<file path="config.mk">
export PLATFORM = sky130hd
export DESIGN_NAME = mem_arbiter_flat
export DESIGN_NICKNAME = d
export VERILOG_FILES = /design/src/rtl/mem_arb_pkg.sv /design/src/rtl/mem_arbiter_if.sv /design/src/rtl/mem_arb_timer.sv /design/src/rtl/mem_arbiter.sv /design/src/flat_wrapper.sv
export SDC_FILE = /design/constraint.sdc
export NUM_CORES = 1
export LEC_CHECK = 0
export BUFFER_PORTS_ARGS = -buffer_cell sky130_fd_sc_hd__clkbuf_2
export CORE_ASPECT_RATIO = 1.25
export CORE_UTILIZATION = 30
export DETAILED_ROUTE_END_ITERATION = 7
export PLACE_DENSITY = 0.52
export SLEW_MARGIN = 10
export SYNTH_ARGS = -nofsm -noshare
export SYNTH_HDL_FRONTEND = slang
export SYNTH_SLANG_ARGS = --single-unit
</file>
<file path="constraint.sdc">
create_clock -name clk -period 2.25 [get_ports clk]
set_input_delay 0.225 -clock clk [delete_from_list [all_inputs] [get_ports clk]]
set_output_delay 0.225 -clock clk [all_outputs]
set_load 0.01 [all_outputs]
</file>
<file path="src/rtl/mem_arb_pkg.sv">
// Shared types and defaults for the fetch/data arbiter in front of mem_system.
package mem_arb_pkg;

  typedef enum logic [1:0] {
    IDLE  = 2'd0,
    ISSUE = 2'd1,
    WAIT  = 2'd2,
    RESP  = 2'd3
  } arb_state_t;

  typedef enum logic {
    OWN_IF = 1'b0,
    OWN_DM = 1'b1
  } arb_owner_t;

  typedef enum logic {
    OP_RD = 1'b0,
    OP_WR = 1'b1
  } arb_op_t;

  localparam int DEF_TIMEOUT       = 64;
  localparam int DEF_MAX_DM_STREAK = 4;

endpackage

</file>
<file path="src/rtl/mem_arbiter_if.sv">
// Bundle of requester, halt and mem_system signals around the arbiter.
// The arbiter is the slave of the requesters; the surrounding pipeline/memory side uses master.
interface mem_arbiter_if #(
  parameter int AW = 16,
  parameter int DW = 16
) ();
  logic          if_rd;
  logic [AW-1:0] if_addr;
  logic [DW-1:0] if_rdata;
  logic          if_done;
  logic          if_err;

  logic          dm_rd;
  logic          dm_wr;
  logic [AW-1:0] dm_addr;
  logic [DW-1:0] dm_wdata;
  logic [DW-1:0] dm_rdata;
  logic          dm_done;
  logic          dm_err;

  logic          halt;

  logic [AW-1:0] mem_addr;
  logic [DW-1:0] mem_wdata;
  logic          mem_rd;
  logic          mem_wr;
  logic [DW-1:0] mem_rdata;
  logic          mem_done;
  logic          mem_err;

  logic          busy;

  modport slave (
    input  if_rd, if_addr, dm_rd, dm_wr, dm_addr, dm_wdata, halt,
           mem_rdata, mem_done, mem_err,
    output if_rdata, if_done, if_err, dm_rdata, dm_done, dm_err,
           mem_addr, mem_wdata, mem_rd, mem_wr, busy
  );

  modport master (
    output if_rd, if_addr, dm_rd, dm_wr, dm_addr, dm_wdata, halt,
           mem_rdata, mem_done, mem_err,
    input  if_rdata, if_done, if_err, dm_rdata, dm_done, dm_err,
           mem_addr, mem_wdata, mem_rd, mem_wr, busy
  );
endinterface

</file>
<file path="src/rtl/mem_arb_timer.sv">
// Loadable, clearable up-counter; o_tc flags the final allowed count and the counter holds there.
module mem_arb_timer #(
  parameter int TIMEOUT = 64,
  localparam int CW = (TIMEOUT > 1) ? $clog2(TIMEOUT) : 1
) (
  input  logic          clk,
  input  logic          rst_n,
  input  logic          i_clr,
  input  logic          i_load,
  input  logic [CW-1:0] i_load_val,
  input  logic          i_en,
  output logic          o_tc
);

  logic [CW-1:0] r_cnt;

  always_ff @(posedge clk or negedge rst_n) begin
    if (!rst_n) begin
      r_cnt <= '0;
    end else if (i_clr) begin
      r_cnt <= '0;
    end else if (i_load) begin
      r_cnt <= i_load_val;
    end else if (i_en && !o_tc) begin
      r_cnt <= r_cnt + CW'(1);
    end
  end

  assign o_tc = (r_cnt == CW'(TIMEOUT - 1));

endmodule

</file>
<file path="src/rtl/mem_arbiter.sv">
// Shares one mem_system between fetch (read-only) and data (read/write) ports,
// one transaction at a time, data-first with a bounded streak while fetch waits.
module mem_arbiter
  import mem_arb_pkg::*;
#(
  parameter int AW            = 16,
  parameter int DW            = 16,
  parameter int MAX_DM_STREAK = DEF_MAX_DM_STREAK,
  parameter int TIMEOUT       = DEF_TIMEOUT
) (
  input  logic          clk,
  input  logic          rst,
  mem_arbiter_if.slave  bus
);

  localparam int SW = $clog2(MAX_DM_STREAK + 1);
  localparam int CW = (TIMEOUT > 1) ? $clog2(TIMEOUT) : 1;

  arb_state_t    r_state;
  arb_state_t    w_nxt_state;
  arb_owner_t    r_owner;
  arb_op_t       r_op;
  logic [AW-1:0] r_addr;
  logic [DW-1:0] r_wdata;
  logic [DW-1:0] r_rdata;
  logic          r_err;
  logic [SW-1:0] r_streak;

  logic          w_fetch_ok;
  logic          w_dm_req;
  logic          w_fetch_turn;
  logic          w_grant;
  logic          w_gnt_dm;
  logic          w_mem_fin;
  logic          w_tc;
  logic          w_tc_hit;
  logic          w_complete;
  logic          w_resp_if;
  logic          w_resp_dm;

  assign w_fetch_ok   = bus.if_rd & ~bus.halt;
  assign w_dm_req     = bus.dm_rd | bus.dm_wr;
  assign w_fetch_turn = w_fetch_ok && (r_streak == SW'(MAX_DM_STREAK));
  assign w_mem_fin    = bus.mem_done | bus.mem_err;
  assign w_tc_hit     = (r_state == WAIT) && w_tc;

  mem_arb_timer #(
    .TIMEOUT (TIMEOUT)
  ) u_timer (
    .clk        (clk),
    .rst_n      (rst),
    .i_clr      (r_state == ISSUE),
    .i_load     (1'b0),
    .i_load_val (CW'(0)),
    .i_en       (r_state == WAIT),
    .o_tc       (w_tc)
  );

  always_ff @(posedge clk or negedge rst) begin
    if (!rst) begin
      r_state <= IDLE;
    end else begin
      r_state <= w_nxt_state;
    end
  end

  always_comb begin
    w_nxt_state = r_state;
    w_grant     = 1'b0;
    w_gnt_dm    = 1'b0;
    w_complete  = 1'b0;
    case (r_state)
      IDLE: begin
        if (w_dm_req && !w_fetch_turn) begin
          w_grant     = 1'b1;
          w_gnt_dm    = 1'b1;
          w_nxt_state = ISSUE;
        end else if (w_fetch_ok) begin
          w_grant     = 1'b1;
          w_nxt_state = ISSUE;
        end
      end
      ISSUE: begin
        w_complete  = w_mem_fin;
        w_nxt_state = w_mem_fin ? RESP : WAIT;
      end
      WAIT: begin
        if (w_mem_fin || w_tc_hit) begin
          w_complete  = 1'b1;
          w_nxt_state = RESP;
        end
      end
      RESP: begin
        w_nxt_state = IDLE;
      end
      default: begin
        w_nxt_state = IDLE;
      end
    endcase
  end

  // Holding registers: request latched at grant, response captured at completion.
  always_ff @(posedge clk or negedge rst) begin
    if (!rst) begin
      r_owner  <= OWN_IF;
      r_op     <= OP_RD;
      r_addr   <= '0;
      r_wdata  <= '0;
      r_rdata  <= '0;
      r_err    <= 1'b0;
      r_streak <= '0;
    end else begin
      if (w_grant) begin
        r_owner <= w_gnt_dm ? OWN_DM : OWN_IF;
        r_op    <= (w_gnt_dm && bus.dm_wr) ? OP_WR : OP_RD;
        r_addr  <= w_gnt_dm ? bus.dm_addr : bus.if_addr;
        r_wdata <= (w_gnt_dm && bus.dm_wr) ? bus.dm_wdata : '0;
        if (w_gnt_dm && bus.if_rd) begin
          if (r_streak != SW'(MAX_DM_STREAK)) begin
            r_streak <= r_streak + SW'(1);
          end
        end else begin
          r_streak <= '0;
        end
      end
      if (w_complete) begin
        r_rdata <= (r_op == OP_RD) ? bus.mem_rdata : '0;
        r_err   <= bus.mem_err | (w_tc_hit & ~bus.mem_done);
      end
    end
  end

  assign w_resp_if = (r_state == RESP) && (r_owner == OWN_IF);
  assign w_resp_dm = (r_state == RESP) && (r_owner == OWN_DM);

  assign bus.mem_rd    = (r_state == ISSUE) && (r_op == OP_RD);
  assign bus.mem_wr    = (r_state == ISSUE) && (r_op == OP_WR);
  assign bus.mem_addr  = r_addr;
  assign bus.mem_wdata = r_wdata;

  assign bus.if_done   = w_resp_if;
  assign bus.if_err    = w_resp_if & r_err;
  assign bus.if_rdata  = w_resp_if ? r_rdata : '0;
  assign bus.dm_done   = w_resp_dm;
  assign bus.dm_err    = w_resp_dm & r_err;
  assign bus.dm_rdata  = w_resp_dm ? r_rdata : '0;

  assign bus.busy      = (r_state != IDLE);

endmodule
</file>
<file path="src/flat_wrapper.sv">
// flat-port wrapper written by rule: the top's interface ports become plain ports
module mem_arbiter_flat import mem_arb_pkg::*;
#(
  parameter int AW            = 16,
  parameter int DW            = 16,
  parameter int MAX_DM_STREAK = DEF_MAX_DM_STREAK,
  parameter int TIMEOUT       = DEF_TIMEOUT
)
  (clk, rst, bus_if_rd, bus_if_addr, bus_dm_rd, bus_dm_wr, bus_dm_addr, bus_dm_wdata, bus_halt, bus_mem_rdata, bus_mem_done, bus_mem_err, bus_if_rdata, bus_if_done, bus_if_err, bus_dm_rdata, bus_dm_done, bus_dm_err, bus_mem_addr, bus_mem_wdata, bus_mem_rd, bus_mem_wr, bus_busy);
  mem_arbiter_if #(.AW(AW), .DW(DW)) bus_i ();
  input  logic clk;
  input  logic rst;
  input wire logic [$bits(bus_i.if_rd)-1:0] bus_if_rd;
  input wire logic [$bits(bus_i.if_addr)-1:0] bus_if_addr;
  input wire logic [$bits(bus_i.dm_rd)-1:0] bus_dm_rd;
  input wire logic [$bits(bus_i.dm_wr)-1:0] bus_dm_wr;
  input wire logic [$bits(bus_i.dm_addr)-1:0] bus_dm_addr;
  input wire logic [$bits(bus_i.dm_wdata)-1:0] bus_dm_wdata;
  input wire logic [$bits(bus_i.halt)-1:0] bus_halt;
  input wire logic [$bits(bus_i.mem_rdata)-1:0] bus_mem_rdata;
  input wire logic [$bits(bus_i.mem_done)-1:0] bus_mem_done;
  input wire logic [$bits(bus_i.mem_err)-1:0] bus_mem_err;
  output wire logic [$bits(bus_i.if_rdata)-1:0] bus_if_rdata;
  output wire logic [$bits(bus_i.if_done)-1:0] bus_if_done;
  output wire logic [$bits(bus_i.if_err)-1:0] bus_if_err;
  output wire logic [$bits(bus_i.dm_rdata)-1:0] bus_dm_rdata;
  output wire logic [$bits(bus_i.dm_done)-1:0] bus_dm_done;
  output wire logic [$bits(bus_i.dm_err)-1:0] bus_dm_err;
  output wire logic [$bits(bus_i.mem_addr)-1:0] bus_mem_addr;
  output wire logic [$bits(bus_i.mem_wdata)-1:0] bus_mem_wdata;
  output wire logic [$bits(bus_i.mem_rd)-1:0] bus_mem_rd;
  output wire logic [$bits(bus_i.mem_wr)-1:0] bus_mem_wr;
  output wire logic [$bits(bus_i.busy)-1:0] bus_busy;
  assign bus_i.if_rd = bus_if_rd;
  assign bus_i.if_addr = bus_if_addr;
  assign bus_i.dm_rd = bus_dm_rd;
  assign bus_i.dm_wr = bus_dm_wr;
  assign bus_i.dm_addr = bus_dm_addr;
  assign bus_i.dm_wdata = bus_dm_wdata;
  assign bus_i.halt = bus_halt;
  assign bus_i.mem_rdata = bus_mem_rdata;
  assign bus_i.mem_done = bus_mem_done;
  assign bus_i.mem_err = bus_mem_err;
  assign bus_if_rdata = bus_i.if_rdata;
  assign bus_if_done = bus_i.if_done;
  assign bus_if_err = bus_i.if_err;
  assign bus_dm_rdata = bus_i.dm_rdata;
  assign bus_dm_done = bus_i.dm_done;
  assign bus_dm_err = bus_i.dm_err;
  assign bus_mem_addr = bus_i.mem_addr;
  assign bus_mem_wdata = bus_i.mem_wdata;
  assign bus_mem_rd = bus_i.mem_rd;
  assign bus_mem_wr = bus_i.mem_wr;
  assign bus_busy = bus_i.busy;
  mem_arbiter #(.AW(AW), .DW(DW), .MAX_DM_STREAK(MAX_DM_STREAK), .TIMEOUT(TIMEOUT)) u_core (.clk(clk), .rst(rst), .bus(bus_i));
endmodule
</file>
==> results.cfg <==
[global_routing]
track_usage = 0.149
grt_pass1_wl_um = 12800
grt_max_degree = 41
grt_overflow = 0
grt_pass1_vias = 2725
antenna_found_initial = 0

[logic_synthesis]
synthTopCellsByArea = dfrtp_1 (49%), a21oi_1 (6.1%), a22o_1 (4.7%), mux2_4 (4.3%), and2_1 (3.8%)
ys_seq_area_frac = 0.494
yosysWarnings = 0
ys_types = 41
synth_edf_count = 0
ys.flop_type = dfrtp_1
post-synth-top-area-cell = dfrtp_1
ys_ff_latch = 62
syn-cell-area_mm2 = 0.00314
yosysTopAreaCellShare = 0.494
synthArstFlopShare = 1.00
avgSynthCellArea_um2 = 10.4
synth_cells = 303
synth_nets = 383

[worst_hold_path]
worstHoldPathCells = 2
worstHoldPathType = input port to register
hold_path_end = u_core.bus.mem_wdata[12]
worstHoldStart = bus_dm_wdata[12]

[floorplanning]
coreArea_mm2 = 0.0102
start_util = 0.309
boundaryPins = 143
dieArea_mm2 = 0.0109
fp.dieH_um = 116
std_cell_rows = 41
die_w_um = 93.5

[clock_tree]
postCtsSetupBuffers = 0
cts_tree = done
clockBufferDepth = 2
cts.sinks = 62
clk_pin_slew_ps = 50
tritoncts.num_buffers = 9
clk_latency_ps = 320
cts_root_buffer = clkbuf_16
cts_max_level = 3

[setup_path]
cp.required_ps = 2030
reg2reg_slack_ps = 340
crit_type = register to output port
crit_fanout = 19
r2r_end = u_core.r_rdata[3]
rr_worst_depth = 6
r2r-start = u_core.r_state[0]
start_kind = register
cp-end-kind = output port
cp_data_arrival_time_ps = 1720

[power]
leakagePower_nw = 2.32
fin_total_pwr_mw = 6.04
irDropWorstVdd_v = 0.000640
p_per_area_mw_per_mm2 = 1380

[sta]
rsz0062_at_grt = no
fin_crit_ps = 1940
report.final.slew_viol_count = 0
setup_viol = 0
tightest_slew_ps = 608
setup_tns_ps = 0
fmax_mhz = 515
whs_ps = 119
relSlewSlack = 0.595
fin_skew_ps = 6.44
hold_violations = 0
timing.final.crit_share = 0.862

[cells_and_area]
fillCellCount = 1012
nets = 531
drive_above_1_share = 0.421
n_antenna_cell = 0
area_growth_pct = 39.3

[detailed_routing]
vias = 2780
drt_wl_total_um = 7660
avgRoutedWirePerCell_um = 13.1
ant_nets = 0
route.met2.wl_um = 3620
wl_met3_um = 528
first_iter_violations = 102
maxUsedRoutingLayer = met4
drc = 0
wl_met1_um = 3410
firstDrtPassIters = 4
drt-vias-per-instance = 4.75

[placement]
hpwlAfterDp_um = 5660
place.gp.congestion = 0.729
portBuffers = 142

[outcome]
status = finished clean

[flow_run]
max-cap-violations = 0
## Yosys cell counts, types with 2 or more instances
cell      number
a21oi_1       38
mux2_2         8
ha_1           8
buf_2          2
nand3_1        3
nor2b_1       19
o21a_1         2
o21ai_0        2
and3_1        18
and2_1        19
nor2_1        22
a22o_1        17
a31oi_1        3
inv_1         10
clkbuf_1      12
mux2_4         9
a21o_1         2
dfrtp_1       62
nor3_1         2
nand2_1       24
## where the power goes
group / switching (mW) / leakage, nW / internal [mW] / total (mW)
clock network: 0.462 / 0.157 / 0.996 / 1.46
registers: 0.378 / 0.767 / 1.62 / 2.00
logic: 1.33 / 1.39 / 1.26 / 2.58
## critical path, stage by stage, from the launching register on
cell and delay, ps:
dfrtp_1 400, ha_2 360, nor2b_1 170, buf_4 200, and2_1 150, clkbuf_2 130
## how the worst max path moves through the flow
stage,startpoint,to,slack [ps],cells past startpoint
after floorplan,u_core.r_state[1],u_core.r_rdata[10],170,7
after global placement,u_core.r_state[0],u_core.r_rdata[1],390,6
after detailed placement,u_core.r_state[0],u_core.r_rdata[1],330,6
after CTS,u_core.r_state[1],bus_if_rdata[1],100,5
after global routing,u_core.r_state[1],bus_if_rdata[2],140,5
final,u_core.r_state[1],bus_if_rdata[12],310,5
## routing by layer
layer  vias up  track usage
met1      1317        0.187
met2       102        0.243
met5         -            0
li1       1353            -
met4         0       0.0492
met3         8       0.0475
## cells by family (layout without fill, tap and decap cells)
logic type	count (synthesis)	in the layout	synth area share
mux	18	18	0.0749
buf+inv	26	179	0.0370
fa+ha+maj	8	8	0.0319
compound gates	74	74	0.164
flops	62	62	0.494
simple gates	113	113	0.193
xor+xnor	2	2	0.00558
## through the flow
step / setup slack, ps / cell area [um2] / instances / utilization
after global placement: 385 / 4050 / 568 / 0.398
final: 310 / 4380 / 585 / 0.431
after floorplan: 172 / 3140 / 303 / -
after global routing: 138 / 4380 / 585 / 0.431
after CTS: 101 / 4370 / 585 / 0.431
after detailed placement: 331 / 4050 / 568 / 0.398
## area by class of cell
cell class,count,area [um2],share of cell area
Clock buffer,12,246,0.0563
Clock inverter,4,70.1,0.0160
Inverter,10,37.5,0.00858
Multi-Input combinational cell,215,1480,0.337
Sequential cell,62,1550,0.354
Tap cell,129,161,0.0369
Timing Repair Buffer,153,833,0.190
## sequential cells by signal, summed over array words and instances (netlist names), 2 cells and up
register	cells
u_core.bus.mem_addr	16
u_core.bus.mem_wdata	16
u_core.r_rdata	16
u_core.u_timer.r_cnt	6
u_core.r_streak	3
u_core.r_state	2
## cells in the final DEF (no fill, tap or decap), types with 3 or more instances in the layout
master / count
nor2b_1: 19
a22o_1: 17
dfrtp_1: 62
ha_1: 7
a21oi_1: 38
clkbuf_16: 9
buf_4: 7
nor2_1: 22
nand2_1: 24
mux2_4: 9
buf_12: 3
inv_1: 10
a31oi_1: 3
and2_1: 19
mux2_2: 8
and3_1: 18
clkbuf_2: 141
nand3_1: 3
## repair_timing
item	4_1_cts	5_1_grt
hold buffers	1	0
gates resized for setup	0	1
setup endpoints to repair	0	17
hold endpoints to repair	22	0
Power figures use the tool's default switching activity.
